--- src/rtl/memory_arbiter_ctrl.sv ---
// Cache-bus responder: arbitrates dcache and icache requests onto one single-port RAM.
// Optional ARB_RR_EN selects round-robin arbitration instead of fixed dcache priority.
module memory_arbiter_ctrl #(
    parameter int WORD_W  = 32,
    parameter int TIMEOUT = 255
) (
    input  logic              CLK,
    input  logic              RST,
    input  logic              dREN,
    input  logic              dWEN,
    input  logic [WORD_W-1:0] daddr,
    input  logic [WORD_W-1:0] dstore,
    output logic              dwait,
    output logic [WORD_W-1:0] dload,
    input  logic              iREN,
    input  logic [WORD_W-1:0] iaddr,
    output logic              iwait,
    output logic [WORD_W-1:0] iload,
    output logic              ram_REN,
    output logic              ram_WEN,
    output logic [WORD_W-1:0] ram_addr,
    output logic [WORD_W-1:0] ram_store,
    input  logic [WORD_W-1:0] ram_load,
    input  logic              ram_rdy,
    output logic              bus_err
);

    localparam logic [7:0]        TMO_MAX  = 8'(TIMEOUT);
    localparam logic [WORD_W-1:0] ERR_WORD = WORD_W'(32'hBAD1BAD1);

    typedef enum logic [1:0] {IDLE, DGRANT, IGRANT} state_t;

    state_t            state, next_state;
    logic [7:0]        tmo_cnt;
    logic              op_wr;
    logic              done, tmo_hit, grant_d, grant_i;
    logic              d_req, d_done, i_done;
    logic [WORD_W-1:0] rsp_data;
`ifdef ARB_RR_EN
    logic              last_grant;
`endif

    assign d_req = dREN | dWEN;

    always_comb begin
        next_state = state;
        done       = 1'b0;
        tmo_hit    = 1'b0;
        grant_d    = 1'b0;
        grant_i    = 1'b0;
        case (state)
            IDLE: begin
`ifdef ARB_RR_EN
                // On contention, favour whichever requester was not granted last.
                if (d_req && iREN) begin
                    if (last_grant == 1'b0) grant_i = 1'b1;
                    else                    grant_d = 1'b1;
                end else if (d_req) begin
                    grant_d = 1'b1;
                end else if (iREN) begin
                    grant_i = 1'b1;
                end
`else
                if (d_req)     grant_d = 1'b1;
                else if (iREN) grant_i = 1'b1;
`endif
                if (grant_d)      next_state = DGRANT;
                else if (grant_i) next_state = IGRANT;
            end
            DGRANT, IGRANT: begin
                // A real ram_rdy wins over a coincident timeout.
                tmo_hit = !ram_rdy && (tmo_cnt == TMO_MAX);
                done    = ram_rdy | tmo_hit;
                if (done) next_state = IDLE;
            end
            default: next_state = IDLE;
        endcase
    end

    assign d_done   = done && (state == DGRANT);
    assign i_done   = done && (state == IGRANT);
    assign rsp_data = tmo_hit ? ERR_WORD : ram_load;
    assign dwait    = d_req & ~d_done;
    assign iwait    = iREN & ~i_done;
    assign dload    = (d_done && !op_wr) ? rsp_data : '0;
    assign iload    = i_done ? rsp_data : '0;

    always_ff @(posedge CLK) begin
        if (RST) begin
            state      <= IDLE;
            ram_REN    <= 1'b0;
            ram_WEN    <= 1'b0;
            ram_addr   <= '0;
            ram_store  <= '0;
            tmo_cnt    <= '0;
            bus_err    <= 1'b0;
            op_wr      <= 1'b0;
`ifdef ARB_RR_EN
            last_grant <= 1'b0;
`endif
        end else begin
            state <= next_state;
            if (grant_d) begin
                op_wr      <= dWEN;
                ram_REN    <= ~dWEN;
                ram_WEN    <= dWEN;
                ram_addr   <= daddr;
                ram_store  <= dstore;
                tmo_cnt    <= '0;
`ifdef ARB_RR_EN
                last_grant <= 1'b0;
`endif
            end else if (grant_i) begin
                op_wr      <= 1'b0;
                ram_REN    <= 1'b1;
                ram_WEN    <= 1'b0;
                ram_addr   <= iaddr;
                ram_store  <= '0;
                tmo_cnt    <= '0;
`ifdef ARB_RR_EN
                last_grant <= 1'b1;
`endif
            end else if (done) begin
                ram_REN <= 1'b0;
                ram_WEN <= 1'b0;
            end else if (state != IDLE && tmo_cnt != TMO_MAX) begin
                tmo_cnt <= tmo_cnt + 8'd1;
            end
            if (tmo_hit) bus_err <= 1'b1;
        end
    end

endmodule

--- config.mk ---
export PLATFORM = sky130hd
export DESIGN_NAME = memory_arbiter_ctrl
export DESIGN_NICKNAME = d
export VERILOG_FILES = /design/src/rtl/memory_arbiter_ctrl.sv
export SDC_FILE = /design/constraint.sdc
export NUM_CORES = 1
export LEC_CHECK = 0
export CAP_MARGIN = 20
export CELL_PAD_IN_SITES_DETAIL_PLACEMENT = 1
export CELL_PAD_IN_SITES_GLOBAL_PLACEMENT = 2
export CORE_MARGIN = 5
export CORE_UTILIZATION = 18
export DETAILED_ROUTE_END_ITERATION = 16
export HOLD_SLACK_MARGIN = 0.05
export PLACE_DENSITY = 0.86
export SYNTH_ARGS = -nofsm -noshare
export SYNTH_HDL_FRONTEND = slang
export SYNTH_SLANG_ARGS = --single-unit
--- constraint.sdc ---
create_clock -name CLK -period 2.8 [get_ports CLK]
set_clock_uncertainty 0.1 [all_clocks]
set_input_delay 0.56 -clock CLK [delete_from_list [all_inputs] [get_ports CLK]]
set_output_delay 0.56 -clock CLK [all_outputs]
set_load 0.01 [all_outputs]
== Word level (Yosys, flattened, before mapping) ==
Index checks and enable logic that the tools add are counted.
Cells by class
  add/subtract/negate cells: 1
  equal/unequal tests: 6
  muxes and demuxes: 27
  bitwise operators: 8
  reductions and logical operators: 15
Operator list (number)
  $mux W32: 7
  $mux W1: 16
  $add A8 B1 Y8 const B: 1
  $eq A8 B8 Y1 const B: 1
  $ne A8 B8 Y1 const B: 1
  $mux W2: 3
  $logic_and A1 B1 Y1: 5
  $not A1 Y1: 4
  $pmux W2 S2: 1
  $reduce_and A2 Y1: 2
  $reduce_bool A2 Y1: 2
  $ne A3 B3 Y1 const B: 1
  $reduce_bool A3 Y1: 1
  $reduce_or A3 Y1: 1
  $and A1 B1 Y1: 2
  $eq A2 B1 Y1 const B: 1
  $eq A2 B2 Y1 const B: 1
  $logic_not A1 Y1: 2
  $logic_not A2 Y1: 1
  $ne A2 B2 Y1 const B: 1
  $or A1 B1 Y1: 2
  $reduce_or A2 Y1: 1
Storage, ports and cells
  register bits after elaboration: 78
  output and inout bits: 133
  word-level logic and storage cells: 65

== Longest topological paths before layout ==
  depth in word-level cells: 7
  mapped depth: 8
  mapped depth without buffers: 6

== Worst setup path after synthesis ==
OpenSTA, ideal clock, no wires.
  path type: reg-to-output
  from: register state[0]
  to: output iload[18]
  data arrival time: 1.599 ns
  required time: 2.140 ns
  path slack: 0.541 ns
  cell stages (with the launch flop): 8
  buffers on the path: 2
  cells stage by stage: dfxtp_1 > inv_1 > ha_1 > nand2b_1 > or3_1 > buf_6 > buf_6 > and3_1
On the way
  word-level cells in the longest chain between the ends: 5
  elaborated cells on any way between the ends: 8
  classes of those cells: eq/ne: 2; mux: 4; reduce/logical: 2
Ends and longest elaborated chain
  from (decl): line 33  | state_t state, next_state;
  from (signal assigned): line 102  | state <= next_state;
  $eq A2 B1 Y1 / $eq A2 B2 Y1 (equally long branches): line 51, 81
  $reduce_or A2 Y1: line 51  | case (state)
  $mux W1: line 51
  $mux W32 / $logic_and A1 B1 Y1 (equally long branches): line 82, 81
  $mux W32 (*): line 86  | assign iload = i_done ? rsp_data : '0;
  to (decl): line 18  | output logic [WORD_W-1:0] iload,
Every way passes the cells marked *; elsewhere a longest branch is shown, timed or not.

== Worst setup path in the final report ==
  from: register state[0]
  to: output iload[17]
Same word-level chain as after synthesis.

==> flow_summary.html <==
<table>
<tr><th>Metric</th><th>Value</th></tr>
<tr><th colspan="2">GRT</th></tr>
<tr><td>Number of antenna violations at the first check in global routing</td><td>0</td></tr>
<tr><td>Wire length of the first global-routing pass</td><td>23.25 mm</td></tr>
<tr><td>Total GRT Usage</td><td>0.1225</td></tr>
<tr><td>Maximum number of pins on one net before global-route repair</td><td>65</td></tr>
<tr><td>Vias in the first global route</td><td>4,116</td></tr>
<tr><td>Total overflow reported by the global router</td><td>0</td></tr>
<tr><th colspan="2">Route</th></tr>
<tr><td>Remaining DRCs</td><td>0</td></tr>
<tr><td>Final antenna-violating net count</td><td>0</td></tr>
<tr><td>Aggregate routed wire length</td><td>15.10 mm</td></tr>
<tr><td>Via count</td><td>3,984</td></tr>
<tr><td>Count of TritonRoute iterations in the first routing pass</td><td>3</td></tr>
<tr><td>Iteration-0 DRC count of the detailed router</td><td>90</td></tr>
<tr><td>Routed wire per std cell</td><td>16.41 microns</td></tr>
<tr><td>Via density per instance</td><td>4.330</td></tr>
<tr><th colspan="2">Clock tree</th></tr>
<tr><td>Clock latency on the worst-skew pair</td><td>330 ps</td></tr>
<tr><td>CTS tree</td><td>yes</td></tr>
<tr><td>Max H-tree Level</td><td>3</td></tr>
<tr><td>CTS max path bufs</td><td>2</td></tr>
<tr><td>Root buffer selected by CTS</td><td>sky130_fd_sc_hd__clkbuf_16</td></tr>
<tr><td>Number of CTS-inserted buffers</td><td>9</td></tr>
<tr><td>Register clock-pin slew on the reported worst setup and hold paths</td><td>60 ps</td></tr>
<tr><td>Number of clock sinks seen by CTS</td><td>78</td></tr>
<tr><th colspan="2">Setup path</th></tr>
<tr><td>Slowest Stage Delay on Critical Path</td><td>390 ps</td></tr>
<tr><td>Depth of the worst register-to-register path</td><td>6</td></tr>
<tr><td>Path type of the worst setup path</td><td>register to output port</td></tr>
<tr><td>Reg-to-reg startpoint</td><td>state[0]</td></tr>
<tr><td>Largest fanout on the critical path</td><td>14</td></tr>
<tr><td>Buffers &amp; Inverters on Critical Path</td><td>3</td></tr>
<tr><td>Cell Chain, Critical Path</td><td>inv_2 -&gt; ha_4 -&gt; nand2b_1 -&gt; or3_4 -&gt; buf_6 -&gt; and3_2 -&gt; dlygate4sd2_1</td></tr>
<tr><td>CP Data Required Time</td><td>2140 ps</td></tr>
<tr><td>Data arrival time of the critical path</td><td>2110 ps</td></tr>
<tr><td>Slowest stage cell, crit path</td><td>sky130_fd_sc_hd__or3_4</td></tr>
<tr><td>Reg2Reg Setup Slack</td><td>940 ps</td></tr>
<tr><td>CP Depth</td><td>7</td></tr>
<tr><td>Critical register-to-register path endpoint</td><td>ram_addr[9]</td></tr>
<tr><td>CP delay by family, top</td><td>simple AND/OR/NAND/NOR gates</td></tr>
<tr><td>Setup crit end kind</td><td>output port</td></tr>
<tr><td>Crit path launch type</td><td>register</td></tr>
<tr><th colspan="2">Timing</th></tr>
<tr><td>Maximum achievable frequency</td><td>0.3604 GHz</td></tr>
<tr><td>Max_slew headroom</td><td>0.5731</td></tr>
<tr><td>RSZ-0062 raised after global routing</td><td>true</td></tr>
<tr><td>Number of slew-limit violations in the final report</td><td>0</td></tr>
<tr><td>Final-layout worst hold slack</td><td>372.2 ps</td></tr>
<tr><td>Setup-violating endpoint count in the final report</td><td>0</td></tr>
<tr><td>Worst slew pin tran</td><td>640.4 ps</td></tr>
<tr><td>Tmin final</td><td>2775 ps</td></tr>
<tr><td>Crit share post-route</td><td>0.9910</td></tr>
<tr><td>Worst Setup Slack, final</td><td>25.32 ps</td></tr>
<tr><td>Hold violation total from the final report</td><td>0</td></tr>
<tr><th colspan="2">Power</th></tr>
<tr><td>Total design power</td><td>3.790 mW</td></tr>
<tr><td>Max rail drop VDD</td><td>0.0002304 V</td></tr>
<tr><td>Power density normalized to cell area</td><td>547.1 mW/mm^2</td></tr>
<tr><td>Static leakage</td><td>2.971 nW</td></tr>
<tr><th colspan="2">Floorplanning</th></tr>
<tr><td>Starting density of the core</td><td>0.1825</td></tr>
<tr><td>Cell Rows</td><td>52</td></tr>
<tr><td>Overall die area</td><td>0.02341 sq mm</td></tr>
<tr><td>Die width</td><td>153.0 microns</td></tr>
<tr><td>Total core area</td><td>0.02017 sq mm</td></tr>
<tr><td>Height of the die</td><td>153.0 microns</td></tr>
<tr><td>Top-level I/O count</td><td>267</td></tr>
<tr><th colspan="2">Logic synthesis</th></tr>
<tr><td>Post-Synthesis Cell Area</td><td>0.003681 sq mm</td></tr>
<tr><td>Synthesized flop and latch total</td><td>78</td></tr>
<tr><td>Number of enable-type register cells in the synthesized netlist</td><td>0</td></tr>
<tr><td>Post-synthesis sequential area ratio</td><td>0.4242</td></tr>
<tr><td>Netlist cell types</td><td>41</td></tr>
<tr><td>Post-Syn Area per Cell</td><td>9.712 sq um</td></tr>
<tr><td>FFs w/ async S/R, synth</td><td>0</td></tr>
<tr><td>Yosys warning count</td><td>0</td></tr>
<tr><td>Synthesized Nets</td><td>517</td></tr>
<tr><td>Mapped Cells</td><td>379</td></tr>
<tr><td>Most common flop cell mapped by yosys</td><td>sky130_fd_sc_hd__dfxtp_1</td></tr>
<tr><th colspan="2">Cells and area</th></tr>
<tr><td>Multi-input logic area</td><td>0.001954 sq mm</td></tr>
<tr><td>Fill cells</td><td>2,335</td></tr>
<tr><td>Fin util</td><td>0.3434</td></tr>
<tr><td>Final nets</td><td>783</td></tr>
<tr><td>Post-route cell area</td><td>0.006927 sq mm</td></tr>
<tr><td>Diode count</td><td>0</td></tr>
<tr><td>Flip-flop and latch area</td><td>0.001573 sq mm</td></tr>
<tr><td>Most frequent standard cell in the layout excluding fill and tap cells</td><td>sky130_fd_sc_hd__clkdlybuf4s50_1</td></tr>
<tr><td>Area overhead of the layout relative to synthesis</td><td>88.17%</td></tr>
<tr><td>Most frequent cells in the layout</td><td>198 x sky130_fd_sc_hd__clkdlybuf4s50_1, 71 x sky130_fd_sc_hd__dfxtp_1, 42 x sky130_fd_sc_hd__nor2_1</td></tr>
<tr><td>Share of layout cells above drive strength 1</td><td>0.1446</td></tr>
<tr><th colspan="2">Place</th></tr>
<tr><td>Place WS</td><td>-265.1 ps</td></tr>
<tr><td>Final weighted congestion in routability-driven placement</td><td>0.7722</td></tr>
<tr><td>Quantity of I/O buffers inserted on ports</td><td>266</td></tr>
<tr><td>Placed instance area</td><td>0.006691 sq mm</td></tr>
<tr><td>DPL Wire Length</td><td>11.39 mm</td></tr>
<tr><th colspan="2">Run</th></tr>
<tr><td>Number of violations of the max-capacitance limit</td><td>0</td></tr>
<tr><th colspan="2">Min path</th></tr>
<tr><td>Worst hold stages</td><td>1</td></tr>
<tr><td>Launch instance of the worst min-delay path</td><td>ram_store[19]</td></tr>
<tr><td>Class of the tightest hold or removal check</td><td>register to register</td></tr>
<tr><td>Hold endpoint</td><td>ram_store[19]</td></tr>
<tr><th colspan="2">Outcome</th></tr>
<tr><td>Status</td><td>finished clean</td></tr>
</table>
## layout make-up
| cell class | count | share of cell area |
|---|---|---|
| clock buffers | 10 | 0.03306 |
| repair buffers | 291 | 0.4016 |
| inverters | 4 | 0.002168 |
| multi-input cells | 261 | 0.2822 |
| clock inverters | 6 | 0.005238 |
| flip-flops and latches | 78 | 0.2271 |
| well taps | 270 | 0.04877 |
## metal layers
metal  GRT usage  vias to the layer above  share of wire
met5           0                        -              0
li1            -                     1936              -
met4     0.02673                        0         0.0085
met3     0.04750                       10          0.078
met1      0.1402                     1863           0.42
met2      0.2169                      175           0.49
## registers in the layout, indices dropped and copies added (netlist names)
name	count
op_wr	1
ram_WEN	1
tmo_cnt	8
bus_err	1
ram_REN	1
ram_addr	32
state	2
ram_store	32
## per-stage QoR
| stage | setup TNS [ps] | std cells |
|---|---|---|
| finish | 0 | 920 |
| global route | -702.1 | 920 |
| CTS | 0 | 919 |
| detailed placement | -14020 | 899 |
| global placement | -13930 | 899 |
| floorplan | 0 | 379 |
## how the worst max path moves through the flow
stage / end / slack (ps) / startpoint
after floorplan: iload[18] / 540 / state[0]
final: iload[17] / 30 / state[0]
after global routing: iload[10] / -70 / state[0]
after detailed placement: iload[2] / -270 / ram_rdy
after global placement: iload[25] / -250 / ram_rdy
after CTS: dload[7] / 2 / tmo_cnt[1]
## cell usage after synthesis, types with 5 or more instances
master                     count  area, sq um
sky130_fd_sc_hd__and3_1       21        131.4
sky130_fd_sc_hd__nand2_1       5        18.77
sky130_fd_sc_hd__buf_6         6        67.56
sky130_fd_sc_hd__and3_2        8        60.06
sky130_fd_sc_hd__dfxtp_1      78         1562
sky130_fd_sc_hd__a22o_1       32        280.3
sky130_fd_sc_hd__a211oi_1     32        240.2
sky130_fd_sc_hd__buf_4         5        37.54
sky130_fd_sc_hd__a21oi_1       8        40.04
sky130_fd_sc_hd__clkbuf_1     14        52.55
sky130_fd_sc_hd__o21a_1       36        270.3
sky130_fd_sc_hd__buf_2        10        50.05
sky130_fd_sc_hd__nor2_1       44        165.2
sky130_fd_sc_hd__mux2i_1      33        330.3
## logic make-up after synthesis
kind of cell,count (synthesis),synth area share
AO/OA/AOI/OAI,124,0.2577
AND/OR/NAND/NOR,95,0.1414
flip-flops,78,0.4242
buffers and inverters,40,0.06152
multiplexers,33,0.08974
XOR/XNOR,5,0.01190
adder cells (fa/ha/maj),4,0.01360
## report_power, final
| group | leakage (nW) | switching [mW] | internal, mW |
|---|---|---|---|
| combinational | 2.19 | 0.602 | 0.744 |
| clock | 0.132 | 0.469 | 0.597 |
| sequential | 0.648 | 0.0930 | 1.28 |
| total | 2.97 | 1.16 | 2.63 |
## timing repair
action / CTS / global route
setup buffers: 2 / 1
resized for setup: 95 / 49
endpoints found under the setup margin: 66 / 63
cloned: 2 / 0
pin swaps: 2 / 2
hold buffers: 0 / 0
Power figures use the tool's default switching activity.
